<file path="config.mk">
export PLATFORM = sky130hd
export DESIGN_NAME = adder_share_arbiter
export DESIGN_NICKNAME = d
export VERILOG_FILES = /design/src/rtl/adder_share_pkg.sv /design/src/rtl/adder_share_arbiter_rr.sv /design/src/rtl/adder_share_arbiter.sv
export SDC_FILE = /design/constraint.sdc
export NUM_CORES = 1
export LEC_CHECK = 0
export ABC_CLOCK_PERIOD_IN_PS = 4580
export CAP_MARGIN = 20
export CORE_MARGIN = 2
export CORE_UTILIZATION = 38
export DETAILED_ROUTE_END_ITERATION = 6
export GPL_ROUTABILITY_DRIVEN = 0
export PLACE_DENSITY_LB_ADDON = 0.2
export SKIP_CTS_REPAIR_TIMING = 1
export SLEW_MARGIN = 15
export SYNTH_ARGS = -nofsm -noshare
export SYNTH_HDL_FRONTEND = slang
export SYNTH_SLANG_ARGS = --single-unit
export TNS_END_PERCENT = 5
</file>
<file path="constraint.sdc">
create_clock -name clk -period 4.58 [get_ports clk]
set_input_delay 0.916 -clock clk [delete_from_list [all_inputs] [get_ports clk]]
set_output_delay 0.916 -clock clk [all_outputs]
set_load 0.02 [all_outputs]
</file>
<file path="src/rtl/adder_share_pkg.sv">
// Shared types and helpers for controllers that multiplex one adder between clients.
package adder_share_pkg;

    typedef enum logic [1:0] {
        IDLE = 2'd0,
        WAIT = 2'd1,
        RESP = 2'd2
    } state_t;

    localparam int DEF_WIDTH = 12;
    localparam int DEF_N_REQ = 4;
    localparam int MAX_WIDTH = 32;

    // Adder bus layout: even bits carry A, odd bits carry B; callers truncate to 2*WIDTH.
    function automatic logic [2*MAX_WIDTH-1:0] interleave(
        input logic [MAX_WIDTH-1:0] a,
        input logic [MAX_WIDTH-1:0] b
    );
        logic [2*MAX_WIDTH-1:0] bus;
        bus = '0;
        for (int i = 0; i < MAX_WIDTH; i++) begin
            bus[2*i]   = a[i];
            bus[2*i+1] = b[i];
        end
        return bus;
    endfunction

endpackage

</file>
<file path="src/rtl/adder_share_arbiter_rr.sv">
// Combinational round-robin picker: first set request at or after ptr_i, wrapping.
module rr_arbiter #(
    parameter int N_REQ = 4,
    parameter int ID_W  = $clog2(N_REQ)
) (
    input  logic [N_REQ-1:0] req_i,
    input  logic [ID_W-1:0]  ptr_i,
    input  logic             en_i,
    output logic [N_REQ-1:0] grant_o,
    output logic [ID_W-1:0]  idx_o,
    output logic             valid_o
);

    logic [2*N_REQ-1:0] req2_s;
    logic               hit_s;

    assign req2_s = {req_i, req_i};

    // Scan the doubled request vector inside the window [ptr, ptr+N_REQ) so wrap needs no modulo on the index.
    always_comb begin
        grant_o = '0;
        idx_o   = '0;
        valid_o = 1'b0;
        hit_s   = 1'b0;
        for (int j = 0; j < 2*N_REQ; j++) begin
            hit_s = en_i && !valid_o && req2_s[j]
                    && (j >= int'(ptr_i)) && (j < int'(ptr_i) + N_REQ);
            grant_o[j % N_REQ] = grant_o[j % N_REQ] | hit_s;
            idx_o   = hit_s ? ID_W'(j % N_REQ) : idx_o;
            valid_o = valid_o | hit_s;
        end
    end

endmodule

</file>
<file path="src/rtl/adder_share_arbiter.sv">
// Time-shares one external combinational adder between N_REQ clients with
// round-robin grant; operands and sum are both registered around the adder.
module adder_share_arbiter
    import adder_share_pkg::*;
#(
    parameter int N_REQ   = DEF_N_REQ,
    parameter int WIDTH   = DEF_WIDTH,
    parameter int ADD_LAT = 1,
    parameter int ID_W    = $clog2(N_REQ)
) (
    input  logic                   clk,
    input  logic                   rst,
    input  logic [N_REQ-1:0]       req_valid,
    output logic [N_REQ-1:0]       req_ready,
    input  logic [N_REQ*WIDTH-1:0] req_a,
    input  logic [N_REQ*WIDTH-1:0] req_b,
    output logic                   resp_valid,
    input  logic                   resp_ready,
    output logic [ID_W-1:0]        resp_id,
    output logic [WIDTH:0]         resp_sum,
    output logic [2*WIDTH-1:0]     add_in,
    input  logic [WIDTH:0]         add_out,
    output logic                   busy
);

    localparam int CNT_W = (ADD_LAT > 1) ? $clog2(ADD_LAT) : 1;
    localparam logic [CNT_W-1:0] CNT_INIT = CNT_W'(ADD_LAT - 1);

    state_t             state_q;
    logic [ID_W-1:0]    rr_ptr_q;
    logic [ID_W-1:0]    rr_ptr_d;
    logic [CNT_W-1:0]   wait_cnt_q;
    logic [2*WIDTH-1:0] add_in_q;
    logic [ID_W-1:0]    id_q;
    logic               resp_valid_q;
    logic [ID_W-1:0]    resp_id_q;
    logic [WIDTH:0]     resp_sum_q;
    logic               busy_q;

    logic               arb_en_s;
    logic [N_REQ-1:0]   grant_s;
    logic [ID_W-1:0]    gnt_idx_s;
    logic               gnt_vld_s;
    logic [WIDTH-1:0]   sel_a_s;
    logic [WIDTH-1:0]   sel_b_s;
    logic [2*WIDTH-1:0] ilv_s;

    // Grants are suppressed while reset is held so req_ready reads 0 during reset.
    assign arb_en_s = (state_q == IDLE) && !rst;

    rr_arbiter #(
        .N_REQ (N_REQ),
        .ID_W  (ID_W)
    ) u_rr (
        .req_i   (req_valid),
        .ptr_i   (rr_ptr_q),
        .en_i    (arb_en_s),
        .grant_o (grant_s),
        .idx_o   (gnt_idx_s),
        .valid_o (gnt_vld_s)
    );

    // One-hot operand mux driven by the grant vector.
    always_comb begin
        sel_a_s = '0;
        sel_b_s = '0;
        for (int k = 0; k < N_REQ; k++) begin
            sel_a_s = sel_a_s | (req_a[k*WIDTH +: WIDTH] & {WIDTH{grant_s[k]}});
            sel_b_s = sel_b_s | (req_b[k*WIDTH +: WIDTH] & {WIDTH{grant_s[k]}});
        end
    end

    assign ilv_s = (2*WIDTH)'(interleave(MAX_WIDTH'(sel_a_s), MAX_WIDTH'(sel_b_s)));

    // Pointer moves just past the winner, so it drops to lowest priority.
    always_comb begin
        if (int'(gnt_idx_s) == N_REQ - 1) begin
            rr_ptr_d = '0;
        end else begin
            rr_ptr_d = gnt_idx_s + ID_W'(1);
        end
    end

    // Controller FSM with all outputs registered.
    always_ff @(posedge clk) begin
        if (rst) begin
            state_q      <= IDLE;
            rr_ptr_q     <= '0;
            wait_cnt_q   <= '0;
            add_in_q     <= '0;
            id_q         <= '0;
            resp_valid_q <= 1'b0;
            resp_id_q    <= '0;
            resp_sum_q   <= '0;
            busy_q       <= 1'b0;
        end else begin
            case (state_q)
                IDLE: begin
                    if (gnt_vld_s) begin
                        add_in_q   <= ilv_s;
                        id_q       <= gnt_idx_s;
                        rr_ptr_q   <= rr_ptr_d;
                        wait_cnt_q <= CNT_INIT;
                        state_q    <= WAIT;
                        busy_q     <= 1'b1;
                    end else begin
                        state_q    <= IDLE;
                        busy_q     <= 1'b0;
                    end
                end
                WAIT: begin
                    if (wait_cnt_q == '0) begin
                        resp_sum_q   <= add_out;
                        resp_id_q    <= id_q;
                        resp_valid_q <= 1'b1;
                        state_q      <= RESP;
                    end else begin
                        wait_cnt_q   <= wait_cnt_q - CNT_W'(1);
                    end
                end
                RESP: begin
                    if (resp_ready) begin
                        resp_valid_q <= 1'b0;
                        state_q      <= IDLE;
                        busy_q       <= 1'b0;
                    end else begin
                        state_q      <= RESP;
                    end
                end
                default: begin
                    state_q      <= IDLE;
                    resp_valid_q <= 1'b0;
                    busy_q       <= 1'b0;
                end
            endcase
        end
    end

    assign req_ready  = grant_s;
    assign add_in     = add_in_q;
    assign resp_valid = resp_valid_q;
    assign resp_id    = resp_id_q;
    assign resp_sum   = resp_sum_q;
    assign busy       = busy_q;

endmodule

</file>
==> Yosys cells after proc, flatten, opt, wreduce, memory -nomap -nowiden <==
Cells that the tools add are included.
Widths: inputs -> output; s select.
{ "totals": {"ff_bits": 48} }
{ "classes": {"n_addsub": 3, "mux": 20, "n_reduce_logical": 42, "n_eq_ne": 6, "bitwise": 28, "magnitude_cmp": 11} }
{ "ops": {"columns": ["operator", "n"], "rows": [
  ["$lt 4x32->1 const A", 4],
  ["$and 12x12->12", 8],
  ["$or 12x12->12", 6],
  ["$lt 3x32->1 const A", 2],
  ["$lt 1x32->1 const A", 1],
  ["$lt 2x32->1 const A", 1],
  ["$logic_and 1x1->1", 27],
  ["$mux 2", 9],
  ["$or 1x1->1", 11],
  ["$logic_not 1->1", 8],
  ["$reduce_and 2->1", 4],
  ["$mux 1", 7],
  ["$ne 2x2->1 const B", 3],
  ["$pmux 1 s3", 2],
  ["$pmux 2 s3", 1],
  ["$add 2x3->4 const B", 1],
  ["$eq 2x1->1 const B", 2],
  ["$ge 1x2->1 const A", 2],
  ["$not 1->1", 3],
  ["$reduce_and 3->1", 1],
  ["$add 2x1->2 const B", 1],
  ["$eq 2x2->1 const B", 1],
  ["$ge 2x2->1 const A", 1],
  ["$logic_not 2->1", 1],
  ["3 further kinds", 3]
]} }

==> Logic depth before layout (Yosys ltp) <==
{ "logic_depth": {"word_depth": 44, "depth_mapped": 9, "mapped_depth_nobuf": 6} }

==> Modules after synthesis <==
A second synthesis with hierarchy kept.
{ "unflattened": {"cells_unflattened": 265, "hier_area_um2": 2255.9} }
{ "by_module_without_submodules": {"columns": ["mod", "instances", "cells_per_inst", "area_each_um2", "seq_area_each_um2"], "rows": [
  ["adder_share_arbiter", 1, 235, 2037.0, 940.9],
  ["rr_arbiter", 1, 30, 219.0, 0.0]
]} }

==> Least setup slack after synthesis <==
No wires, ideal clock.
{ "synth_path": {"kind": "input to output", "start": "input rst", "end": "output req_ready[2]", "arrival_ns": 2.038, "setup_slack_ns": 1.626, "path_stages": 4, "t_required_ns": 3.664, "path_cell_list": "buf_6 -> or3_1 -> buf_2 -> a21oi_1"} }
{ "synth_between": {"elab_chain_cells": 37} }
{ "synth_rtl": {"columns": ["element", "line_no", "source"], "rows": [
  ["from (decl)", "adder_share_arbiter.sv:12", "input logic rst,"],
  ["$logic_not 1->1 (*)", "adder_share_arbiter.sv:49", "assign arb_en_s = (state_q == IDLE) && !rst;"],
  ["$logic_and 1x1->1 (*)", "adder_share_arbiter.sv:49", null],
  ["$logic_and 1x1->1", "adder_share_arbiter_rr.sv:26", "hit_s = en_i && !valid_o && req2_s[j]"],
  ["$logic_and 1x1->1 (2 in a row)", "adder_share_arbiter_rr.sv:27", "&& (j >= int'(ptr_i)) && (j < int'(ptr_i) + N_REQ);"],
  ["$logic_not 1->1", "adder_share_arbiter_rr.sv:26", null],
  ["$logic_and 1x1->1 (2 in a row)", "adder_share_arbiter_rr.sv:26", null],
  ["$logic_and 1x1->1 (2 in a row)", "adder_share_arbiter_rr.sv:27", null],
  ["$or 1x1->1", "adder_share_arbiter_rr.sv:30", "valid_o = valid_o | hit_s;"],
  ["[16 not listed]", null, null],
  ["$logic_not 1->1", "adder_share_arbiter_rr.sv:26", null],
  ["$logic_and 1x1->1 (2 in a row)", "adder_share_arbiter_rr.sv:26", null],
  ["$logic_and 1x1->1", "adder_share_arbiter_rr.sv:27", null],
  ["$or 1x1->1", "adder_share_arbiter_rr.sv:30", null],
  ["$logic_not 1->1", "adder_share_arbiter_rr.sv:26", null],
  ["$logic_and 1x1->1 (2 in a row)", "adder_share_arbiter_rr.sv:26", null],
  ["$logic_and 1x1->1", "adder_share_arbiter_rr.sv:27", null],
  ["$or 1x1->1 (*)", "adder_share_arbiter_rr.sv:28", "grant_o[j % N_REQ] = grant_o[j % N_REQ] | hit_s;"],
  ["to (decl)", "adder_share_arbiter.sv:14", "output logic [N_REQ-1:0] req_ready,"]
]} }
Every way passes the cells marked *; elsewhere a longest branch is shown, timed or not.

==> Worst setup path in the final report <==
{ "layout_path": {"start": "input rst", "end": "output req_ready[0]"} }
{ "layout_between": {"elab_chain_cells": 27} }
{ "layout_rtl": {"columns": ["element", "line_no"], "rows": [
  ["$logic_not 1->1 (*)", "adder_share_arbiter.sv:49"],
  ["$logic_and 1x1->1 (*)", "adder_share_arbiter.sv:49"],
  ["$logic_and 1x1->1", "adder_share_arbiter_rr.sv:26"],
  ["$logic_and 1x1->1 (2 in a row)", "adder_share_arbiter_rr.sv:27"],
  ["$logic_not 1->1", "adder_share_arbiter_rr.sv:26"],
  ["$logic_and 1x1->1 (2 in a row)", "adder_share_arbiter_rr.sv:26"],
  ["$logic_and 1x1->1 (2 in a row)", "adder_share_arbiter_rr.sv:27"],
  ["$or 1x1->1", "adder_share_arbiter_rr.sv:30"],
  ["[6 not listed]", null],
  ["$logic_not 1->1", "adder_share_arbiter_rr.sv:26"],
  ["$logic_and 1x1->1 (2 in a row)", "adder_share_arbiter_rr.sv:26"],
  ["$logic_and 1x1->1", "adder_share_arbiter_rr.sv:27"],
  ["$or 1x1->1", "adder_share_arbiter_rr.sv:30"],
  ["$logic_not 1->1", "adder_share_arbiter_rr.sv:26"],
  ["$logic_and 1x1->1 (2 in a row)", "adder_share_arbiter_rr.sv:26"],
  ["$logic_and 1x1->1", "adder_share_arbiter_rr.sv:27"],
  ["$or 1x1->1 (*)", "adder_share_arbiter_rr.sv:28"]
]} }
Marks and branches as above.

==> metrics.cfg <==
[power]
max-vdd-ir-drop_v = 0.000151
power_density_nw_per_um2 = 316
p_leak_nw = 1.52

[synth]
synthCells = 270
synth_top_cell_by_area = dfxtp_1
synth-edff-count = 0
ys_warn_count = 0
yosysSeqAreaShare_pct = 41.7
synth_area_leaders = dfxtp_1, a22oi_1, o221ai_1
syn_avg_cell_area_um2 = 8.36
syn_nets = 386
syn-cell-area_um2 = 2260
yosysTopAreaCellShare_pct = 41.7
async_flop_share_pct = 0
synth_flop_cell = dfxtp_1
yosys_register_bits = 47
synth_cell_types = 34

[detailed_routing]
vias_per_cell = 5.22
wire_per_inst_um = 15.4
remaining_drc_errors = 0
vias = 2606
first_pass_iters = 4
drt-initial-drc-count = 151
routed_wl_um = 7690
route.antenna.remaining_nets = 0

[sta]
setup-tns-final_ns = 0
finalSetupViolations = 0
worst_clock_skew_ns = 0.00599
tightest_slew_ns = 0.943
max-slew-margin-rel_pct = 37.1
period_minus_slack_ns = 3.78
rsz0062_at_grt = false
hold_violations = 0
fmax_ghz = 0.265
drv_slew = 0
layout_worst_path_cycle_share_pct = 82.4

[placement]
placed_cell_area_um2 = 3870
place_hpwl_um = 5830
port_buffers = 160

[status]
status = finished clean

[global_route]
first_global_vias = 2538
antenna_found_initial = 0
top_usage_layer = met2
grt.total_usage_pct = 23.7
grt_max_degree = 28
grt.met2_usage_pct = 43.9
grt_use_met3_pct = 8.78
grt_first_pass_wirelength_um = 11800
use_met1_pct = 24.1
overflow = 0

[cells_and_area]
diodes = 0
final_area_um2 = 3990
drive_above_1_share_pct = 5.42
final_core_utilization_pct = 68.7
area_delta_synth_final_pct = 77.0
layout.nets = 539

[worst_hold_path]
hold_end = resp_sum[9]
min_from = resp_sum[9]
holdPathStages = 2
hold_class = reg2reg

[floorplan]
io_pins = 161
core_um2 = 5820
rows = 28
start_util_pct = 38.8
dieArea_um2 = 6570
die_w_um = 81.1
die_h_um = 81.1

[critical_path]
reg2regPathDepth = 7
startpoint = rst
required_ns = 3.66
end_kind = primary output
critPathKind = in2out
reg2reg_from = state_q[0]
cp-start-kind = primary input
crit_path_max_fanout = 26
rrSetupSlack_ns = 2.16
worstReg2RegEnd = add_in[14]
arrival_ns = 2.86

[job]
cap_viol_max_count = 0

[clock_tree]
cts_sinks = 47
insertion_delay_ns = 0.31
cts_max_path_buffers = 2
cts_buffers = 5
cts.clk_slew.worst_paths_ns = 0.09
cts_tree = yes
root_buffer = clkbuf_8
h-tree-depth = 2

-- state kept, by name, indices dropped and copies added (netlist names) --
register    cells
add_in         24
resp_valid      1
busy            1
id_q            2
rr_ptr_q        2
resp_sum       13
state_q         2
resp_id         2
-- power breakdown --
group,internal [W],switching (W)
Clock,0.000166,0.000150
Sequential,0.000465,0.0000356
Combinational,0.000239,0.000207
Total,0.000870,0.000393
-- synthesized netlist by cell type, types with 2 or more instances --
| master | n |
|---|---|
| o221ai_1 | 20 |
| buf_2 | 2 |
| clkbuf_1 | 13 |
| dfxtp_1 | 47 |
| buf_6 | 6 |
| nand2_1 | 38 |
| inv_1 | 29 |
| a221oi_1 | 3 |
| nor2_1 | 10 |
| a21oi_1 | 20 |
| a22oi_1 | 39 |
| nand2b_1 | 3 |
| nand3_1 | 7 |
| nor3_1 | 2 |
| nor2b_1 | 4 |
| o211ai_1 | 3 |
| a22oi_2 | 2 |
| o21ai_0 | 5 |
| a211oi_1 | 2 |
-- metal layers --
metal,part of all wire [%],up-vias
met4,2.2,0
met2,53,115
met3,8.6,13
met1,36,1197
met5,0,-
li1,-,1281
-- cell usage in the layout, fill, tap and decap left out, types with 2 or more instances in the layout --
master,instances
clkdlybuf4s50_1,160
dfxtp_1,47
a22oi_1,39
nand2_1,38
inv_1,29
a21oi_1,20
o221ai_1,20
nor2_1,10
nand3_1,7
buf_4,7
o21ai_0,5
clkbuf_8,5
nor2b_1,4
nand2b_1,3
a221oi_1,3
o211ai_1,3
nor3_1,2
a211oi_1,2
a22oi_2,2
-- through the flow --
step | hold slack (ns) | power [W] | std cells | worst slack, ns
finish | 0.458 | 0.00126 | 499 | 0.804
global placement | 0.430 | 0.000949 | 490 | 0.864
floorplan | 0.432 | 0.000717 | 270 | 1.63
CTS | 0.461 | 0.00127 | 498 | 0.809
detailed placement | 0.448 | 0.000954 | 490 | 0.820
global route | 0.477 | 0.00133 | 499 | 0.641
-- worst max path at each step --
stage                              end  cells past startpoint
after floorplan           req_ready[2]                      4
after global placement    req_ready[0]                      8
after detailed placement  req_ready[0]                      7
after CTS                 req_ready[0]                      7
after global routing      req_ready[0]                      7
final                     req_ready[0]                      7
-- worst max-delay path, stage by stage --
cell and delay [ns]:
clkdlybuf4s50_1 0.42, buf_4 0.23, nor3_1 0.26, nand3_1 0.12, buf_4 0.23, inv_1 0.08, clkdlybuf4s50_1 0.60
-- cell type report --
cell class	count	area [um2]
Inverter	30	113
Sequential cell	47	941
Tap cell	75	93.8
Clock inverter	3	47.5
Timing Repair Buffer	167	1650
Clock buffer	5	68.8
Fill cell	499	1820
Multi-Input combinational cell	172	1080
-- logic make-up after synthesis --
logic type	after synthesis	synth area share, %
buffers and inverters	51	10.6
AND/OR/NAND/NOR	70	14.2
AO/OA/AOI/OAI	102	33.5
flip-flops	47	41.7
Power figures use the tool's default switching activity.
